[src/rtl/ahbl_bus_mux_arbiter.sv]
// Round-robin address-phase arbiter for the multi-master AHB-Lite mux: picks the live or buffered
// aphase that drives the slave, tracks the data-phase owner and stalls losers via HREADY.
module ahbl_bus_mux_arbiter #(
  parameter  int NM = 2,
  localparam int MW = $clog2(NM)
) (
  input  logic            HCLK,
  input  logic            HRESET,
  input  logic [2*NM-1:0] m_htrans,
  input  logic [NM-1:0]   m_hmastlock,
  input  logic            s_hready,
  output logic [NM-1:0]   m_hreadyout,
  output logic [NM-1:0]   cap_en,
  output logic [MW-1:0]   aphase_sel,
  output logic            aphase_from_buf,
  output logic            aphase_valid,
  output logic [MW-1:0]   dphase_sel
);

  localparam logic [1:0] HT_IDLE = 2'b00;
  localparam logic [1:0] HT_BUSY = 2'b01;
  localparam logic [1:0] HT_SEQ  = 2'b11;

  logic [NM-1:0] r_pend;
  logic [NM-1:0] r_cap_q;
  logic [MW-1:0] r_gnt;
  logic [MW-1:0] r_rr_last;
  logic          r_dvalid;
  logic [MW-1:0] r_dsel;

  logic [NM-1:0] w_hro;
  logic [NM-1:0] w_live_req;
  logic [NM-1:0] w_req;
  logic [NM-1:0] w_cap;
  logic [NM-1:0] w_pend_nxt;
  logic [MW-1:0] w_winner;
  logic [1:0]    w_gnt_trans;
  logic          w_any_req;
  logic          w_hold;
  logic          w_commit;

  always_comb begin
    w_hro = '1;
    for (int m = 0; m < NM; m++) begin
      if (r_dvalid && r_dsel == MW'(m))
        w_hro[m] = s_hready;
      else if (r_pend[m] || r_cap_q[m])
        w_hro[m] = 1'b0;
    end
  end

  always_comb begin
    w_live_req = '0;
    for (int m = 0; m < NM; m++)
      w_live_req[m] = (m_htrans[2*m +: 2] != HT_IDLE) && w_hro[m];
  end

  assign w_req       = r_pend | w_live_req;
  assign w_any_req   = |w_req;
  assign w_commit    = s_hready && w_any_req;
  assign w_gnt_trans = m_htrans[2*int'(r_gnt) +: 2];
  // An owner mid-burst or holding the lock keeps the bus regardless of round-robin order.
  assign w_hold = (w_live_req[r_gnt] && (w_gnt_trans == HT_SEQ || w_gnt_trans == HT_BUSY))
                  || m_hmastlock[r_gnt];

  always_comb begin : p_arb
    logic [MW-1:0] v_idx;
    logic          v_found;
    w_winner = r_gnt;
    v_found  = 1'b0;
    v_idx    = '0;
    if (!w_hold) begin
      for (int k = 1; k <= NM; k++) begin
        v_idx = MW'((int'(r_rr_last) + k) % NM);
        if (!v_found && w_req[v_idx]) begin
          w_winner = v_idx;
          v_found  = 1'b1;
        end
      end
    end
  end

  // A stalled owner holds its own aphase on the wires, so only non-winning live requests are buffered.
  always_comb begin
    w_cap = '0;
    for (int m = 0; m < NM; m++)
      w_cap[m] = w_live_req[m]
                 && !(s_hready && w_winner == MW'(m) && !r_pend[m])
                 && !(r_dvalid && r_dsel == MW'(m) && !s_hready);
  end

  always_comb begin
    w_pend_nxt = r_pend;
    for (int m = 0; m < NM; m++) begin
      if (w_cap[m])
        w_pend_nxt[m] = 1'b1;
      else if (w_commit && w_winner == MW'(m))
        w_pend_nxt[m] = 1'b0;
    end
  end

  always_ff @(posedge HCLK) begin
    if (HRESET) begin
      r_pend    <= '0;
      r_cap_q   <= '0;
      r_gnt     <= '0;
      r_rr_last <= MW'(NM - 1);
      r_dvalid  <= 1'b0;
      r_dsel    <= '0;
    end else begin
      r_pend  <= w_pend_nxt;
      r_cap_q <= w_cap;
      if (s_hready) begin
        if (w_any_req) begin
          r_gnt     <= w_winner;
          r_rr_last <= w_winner;
          r_dvalid  <= 1'b1;
          r_dsel    <= w_winner;
        end else begin
          r_dvalid  <= 1'b0;
        end
      end
    end
  end

  assign m_hreadyout     = HRESET ? '1 : w_hro;
  assign cap_en          = HRESET ? '0 : w_cap;
  assign aphase_valid    = !HRESET && w_any_req;
  assign aphase_sel      = HRESET ? '0 : w_winner;
  assign aphase_from_buf = !HRESET && r_pend[w_winner];
  assign dphase_sel      = r_dsel;

endmodule

[config.mk]
export PLATFORM = sky130hd
export DESIGN_NAME = ahbl_bus_mux_arbiter
export DESIGN_NICKNAME = d
export VERILOG_FILES = /design/src/rtl/ahbl_bus_mux_arbiter.sv
export SDC_FILE = /design/constraint.sdc
export NUM_CORES = 1
export LEC_CHECK = 0
export ABC_AREA = 1
export CAP_MARGIN = 20
export CORE_AREA = 2 2 39 41
export DETAILED_ROUTE_END_ITERATION = 16
export DIE_AREA = 0 0 41 43
export MAX_ROUTING_LAYER = met4
export PLACE_DENSITY = 0.8
export SLEW_MARGIN = 20
export SYNTH_ARGS = -nofsm -noshare
export SYNTH_HDL_FRONTEND = slang
export SYNTH_SLANG_ARGS = --single-unit
[constraint.sdc]
create_clock -name HCLK -period 2.3 [get_ports HCLK]
set_input_delay 0.46 -clock HCLK [delete_from_list [all_inputs] [get_ports HCLK]]
set_output_delay 0.46 -clock HCLK [all_outputs]
set_load 0.1 [all_outputs]
==> results.toml, run 1 <==
[setup_path]
cp_data_required_time_ps = 1840
endpoint = "cap_en[1]"
critPathMaxFanout = 5
reg2reg_to = "r_pend[0]"
cp_data_arrival_time_ps = 1750
rr_worst_depth = 11
r2r_slack_ps = 620
cp-end-kind = "output port"
crit_type = "in2out"
rr_startpoint = "r_dvalid"
start_kind = "input pin"
crit_start = "s_hready"

[die]
die-width_um = 41
die_area_um2 = 1760
core_area_um2 = 1380
initial_core_util_pct = 38.0
dieHeight_um = 43
ios = 17
num_rows = 14

[grt]
grtUsageTotal_pct = 20.3
antenna_found_initial = 0
grt_start_max_net_pins = 7
grt_pass1_wl_um = 2370
grt_pass1_vias = 552
overflow = 0

[place]
numPortBuffers = 16
dpl_cell_area_um2 = 901
dp_hpwl_um = 1140
globalplace.congestion = 0.941

[sta]
slew_violations = 0
hold_violations = 0
clock.fmax_ghz = 0.453
rsz0062_at_grt = "yes"
clock_skew_ps = 8.03
post-route-period-util_pct = 95.9
fin_hold_ws_ps = 513
period_needed_ps = 2210
finalSetupViolations = 0
worst_pin_slew_ps = 278
relSlewSlack_pct = 81.6

[synth]
yosys.area.top_type = "dfxtp_1"
synth_cells = 70
ys_seq_elements = 7
yosysSeqAreaShare_pct = 26.7
syn_area_um2 = 526
synth.area.top_cells = "dfxtp_1, nand2_1, nand3_2"
avgSynthCellArea_um2 = 7.51
synth.distinct_cells = 17
synth_warnings = 0
synth_top_area_share_pct = 26.7
synth_fp_nets = 79

[detailed_routing]
drc = 0
antenna_left = 0
via_per_inst = 4.55
drtPass1Iterations = 3
vias = 555
drt_iter0_markers = 8
wl_um = 1480
wl_per_cell_um = 12.2

[cts]
clk_latency_ps = 250
ctsLongestPathBuffers = 2
clkSlewWorstSetupHoldPaths_ps = 50
cts-root-buf = "clkbuf_4"
htree_levels = 1
cts_tree = "yes"
ctsHoldBuffers = 0
cts_sinks = 7
cts-buffers-inserted = 3

[run_status]
status = "finished, final reports clean"

[final_layout]
num_antenna_cells = 0
final_common_cell = "buf_4"
final_layout_size_suffix_gt1_share_pct = 58.5
mostFrequentLayoutCells = "buf_4, nand2_1, buf_12, nand2_4"
nets = 116
final_area_um2 = 996
syn2layout_area_growth_pct = 89.5

[power]
ir_worst_vdd_mv = 0.581
p_per_area_nw_per_um2 = 1060
leakage_nw = 0.456

[hold_path]
hold_path_class = "reg2reg"

[job]
drv_cap = 0
## timing repair
item	in CTS	in global routing
buffers inserted	2	2
gates resized for setup	11	6
endpoints found under the setup margin	4	4
pin swaps	11	8
## synthesized netlist by cell type
cell and number:
a21oi_2 1, nand3_4 2, nand3_1 6, nand2_1 14, inv_2 3, inv_1 8, or2_1 3, o21ai_1 1
o21ai_2 1, nand4_1 1, nor2_4 2, nand2_2 5, dfxtp_1 7, nor2_1 4, nand2_4 4, a21oi_1 3
nand3_2 5
## final cells by class
cell class	count	area (um2)
multi-input cells	52	408
fillers	114	388
repair buffers	32	344
flip-flops and latches	7	145
inverters	11	51.3
clock buffers	3	22.5
well taps	16	20.0
clock inverters	1	5.00
## routing by layer
metal / vias to the layer above / GRT usage, % / part of all wire (%) / wire, um
li1: 294 / - / - / -
met2: 5 / 30.9 / 54 / 801
met1: 254 / 25.0 / 44 / 653
met5: - / - / 0 / 0
met4: 0 / 10.0 / 0.61 / 9
met3: 2 / 3.14 / 1.3 / 19
## stage by stage
stage	setup slack [ps]	setup TNS, ps	power [mW]	util, %	std cells
after floorplan	56.3	0	0.642	-	70
after global placement	-160	-590	0.881	65.1	114
after detailed placement	-219	-717	0.893	65.1	114
after CTS	12.1	0	1.04	69.6	120
after global routing	-6.76	-7.97	1.11	72.0	122
final	93.8	0	1.06	72.0	122
## report_power, final
part | switching (mW) | internal (mW) | leakage [nW]
combinational | 0.467 | 0.298 | 0.379
clock | 0.0462 | 0.0635 | 0.0177
sequential | 0.0344 | 0.151 | 0.0591
## state kept, by name, indices dropped and copies added, names as in the netlist
signal and flops:
r_rr_last 1, dphase_sel 1, r_cap_q 2, r_dvalid 1
r_pend 2
## cells by family (layout without fill, tap and decap cells)
logic type             Yosys count  after routing  share of synthesized area [%]
AOI/OAI and AO/OA                6              6                           7.14
buffers and inverters           11             47                           7.86
DFF                              7              7                           26.7
and+or+nand+nor                 46             46                           58.3
## how the worst min path moves through the flow
stage / from / end / depth (start not counted)
6_report: r_pend[1] / r_pend[1] / 2
5_1_grt: r_pend[1] / r_pend[1] / 2
4_1_cts: r_pend[1] / r_pend[1] / 2
3_5_place_dp: r_pend[1] / r_pend[1] / 2
3_3_place_gp: r_pend[0] / r_pend[0] / 2
2_1_floorplan: r_pend[0] / r_pend[0] / 2
## worst max-delay path, stage by stage
cell and delay [ps]:
dlygate4sd2_1 250, inv_2 90, nand3_4 90, nand3_1 90, nand2_1 60, nand2_2 80
nand3_4 110, nand2_4 90, nand3_2 60, nand2_2 90, clkinvlp_4 100, buf_12 170
No activity file was read; power rests on OpenSTA's default activity.
==> run 2: changes to the inputs <==
Settings changed: CTS_BUF_LIST from default to sky130_fd_sc_hd__clkbuf_4 sky130_fd_sc_hd__clkbuf_8 sky130_fd_sc_hd__clkbuf_16, GPL_ROUTABILITY_DRIVEN from default to 0, SETUP_SLACK_MARGIN from default to 0.02.
==> run 2 against run 1 <==
Critical path depth fell by 3. Global-route usage did not move. Worst setup slack improved by 11 ps. Sequential power rose by 3%. Clock skew fell by 0.87 ps. Sequential cell count did not move. First-iteration DRC count did not move. Non-clock buffer count rose by 1. Critical endpoint is now aphase_from_buf.
==> results.toml, run 2 (synthesis gave the netlist of run 1 again) <==
[run_status]
status = "finished, final reports clean"

[setup_path]
rr_worst_depth = 11
crit_buf_inv = 2
cp_slowest_cell = "or2_1"
worst-path-stages = 9
slowest_delay_ps = 250
start_kind = "input pin"
cp_data_arrival_time_ps = 1730
critPathMaxFanout = 5
cp-end-kind = "output port"
cp_data_required_time_ps = 1840
crit_chain = "dlygate4sd2_1, or2_1, nand3_4, nand2_4, nand3_4, nand2_4, o21ai_1, nor2_4, buf_12"
crit_family = "simple AND/OR/NAND/NOR gates"
crit_type = "in2out"

[hold_path]
hold_path_class = "reg2reg"
hold_depth = 2

[die]
die_area_um2 = 1760
num_rows = 14
core_area_um2 = 1380
dieHeight_um = 43
initial_core_util_pct = 38.0
ios = 17
die-width_um = 41

[detailed_routing]
wl_per_cell_um = 12.7
wl_um = 1560
drtPass1Iterations = 4
drc = 0
via_per_inst = 4.62
vias = 568
antenna_left = 0
drt_iter0_markers = 8

[sta]
period_needed_ps = 2190
finalSetupViolations = 0
hold_violations = 0
setup_tns_ps = 0
clock_skew_ps = 7.16
post-route-period-util_pct = 95.4
slew_violations = 0
clock.fmax_ghz = 0.456
relSlewSlack_pct = 81.6
worst_pin_slew_ps = 278
fin_ws_ps = 105
fin_hold_ws_ps = 533
rsz0062_at_grt = "yes"

[place]
placed_cells_incl_taps = 114
numPortBuffers = 16
dp_hpwl_um = 1140
dp_slack_ps = -219
dpl_cell_area_um2 = 901

[final_layout]
fin_cells = 123
nFillCells = 107
final_area_um2 = 1030
final_layout_size_suffix_gt1_share_pct = 62.6
post-route-util_pct = 74.8
num_antenna_cells = 0
final_common_cell = "buf_4"
top_regs = "r_cap_q (2), r_pend (2)"
mostFrequentLayoutCells = "buf_4, nand2_1, buf_12"
syn2layout_area_growth_pct = 96.9
nets = 117

[cts]
htree_levels = 1
ctsHoldBuffers = 0
cts-buffers-inserted = 3
ctsLongestPathBuffers = 2
clkSlewWorstSetupHoldPaths_ps = 50
cts_sinks = 7
cts-root-buf = "clkbuf_4"
clk_latency_ps = 250
cts_tree = "yes"

[grt]
use_met1_pct = 25.0
grt_pass1_vias = 552
grtUsageTotal_pct = 20.3
overflow = 0
met2_usage_pct = 30.9
grt_pass1_wl_um = 2370
antenna_found_initial = 0
met3_usage_pct = 3.14
gr-max-usage-layer = "met2"
grt_start_max_net_pins = 7

[power]
leakage_nw = 0.466
p_per_area_nw_per_um2 = 1050
ir_worst_vdd_mv = 0.620
finalPower_mw = 1.09

[job]
drv_cap = 0
## run 2: final timing paths
kind	from	end	slack, ps
setup reg to reg	r_dvalid	r_pend[0]	670
hold / removal	r_pend[1]	r_pend[1]	530
hold reg to reg	r_pend[1]	r_pend[1]	530
setup / recovery	m_htrans[3]	aphase_from_buf	110
## run 2: layout make-up
type                            count  area [um2]  share of cell area (%)
Timing Repair Buffer               33         348                    33.6
Clock buffer                        3        22.5                    2.18
Sequential cell                     7         148                    14.3
Multi-Input combinational cell     52         440                    42.6
Inverter                           11        51.3                    4.96
Clock inverter                      1        5.00                   0.484
Tap cell                           16        20.0                    1.93
## run 2: where the power goes
group | total, mW | leakage (nW) | switching, mW | internal, mW
clock network | 0.109 | 0.0177 | 0.0457 | 0.0635
registers | 0.190 | 0.0594 | 0.0385 | 0.151
logic | 0.787 | 0.389 | 0.477 | 0.310
total | 1.09 | 0.466 | 0.561 | 0.525
## run 2: routing by layer
layer	up-vias	part of all wire, %
li1	300	-
met1	259	39
met2	7	58
met3	2	2.5
met4	0	0.58
met5	-	0
## run 2: what timing repair did
| item | 4_1_cts | 5_1_grt |
|---|---|---|
| resized for setup | 12 | 14 |
| endpoints found under the setup margin | 4 | 4 |
| buffers inserted | 2 | 3 |
| endpoints found under the hold margin | 0 | 0 |
| pin swaps | 11 | 11 |
## run 2: worst register-to-register path, delay by kind of cell, from the launching register on
kind	cells	cell delay [ps]
compound gates	1	100
buf+inv	2	250
flops	1	400
simple gates	8	760
==> run 3: changes to the inputs <==
Settings changed: SLEW_MARGIN 20 to default.
==> results of run 3 <==
The final DEF is identical to that of run 2; final timing and power are the same.
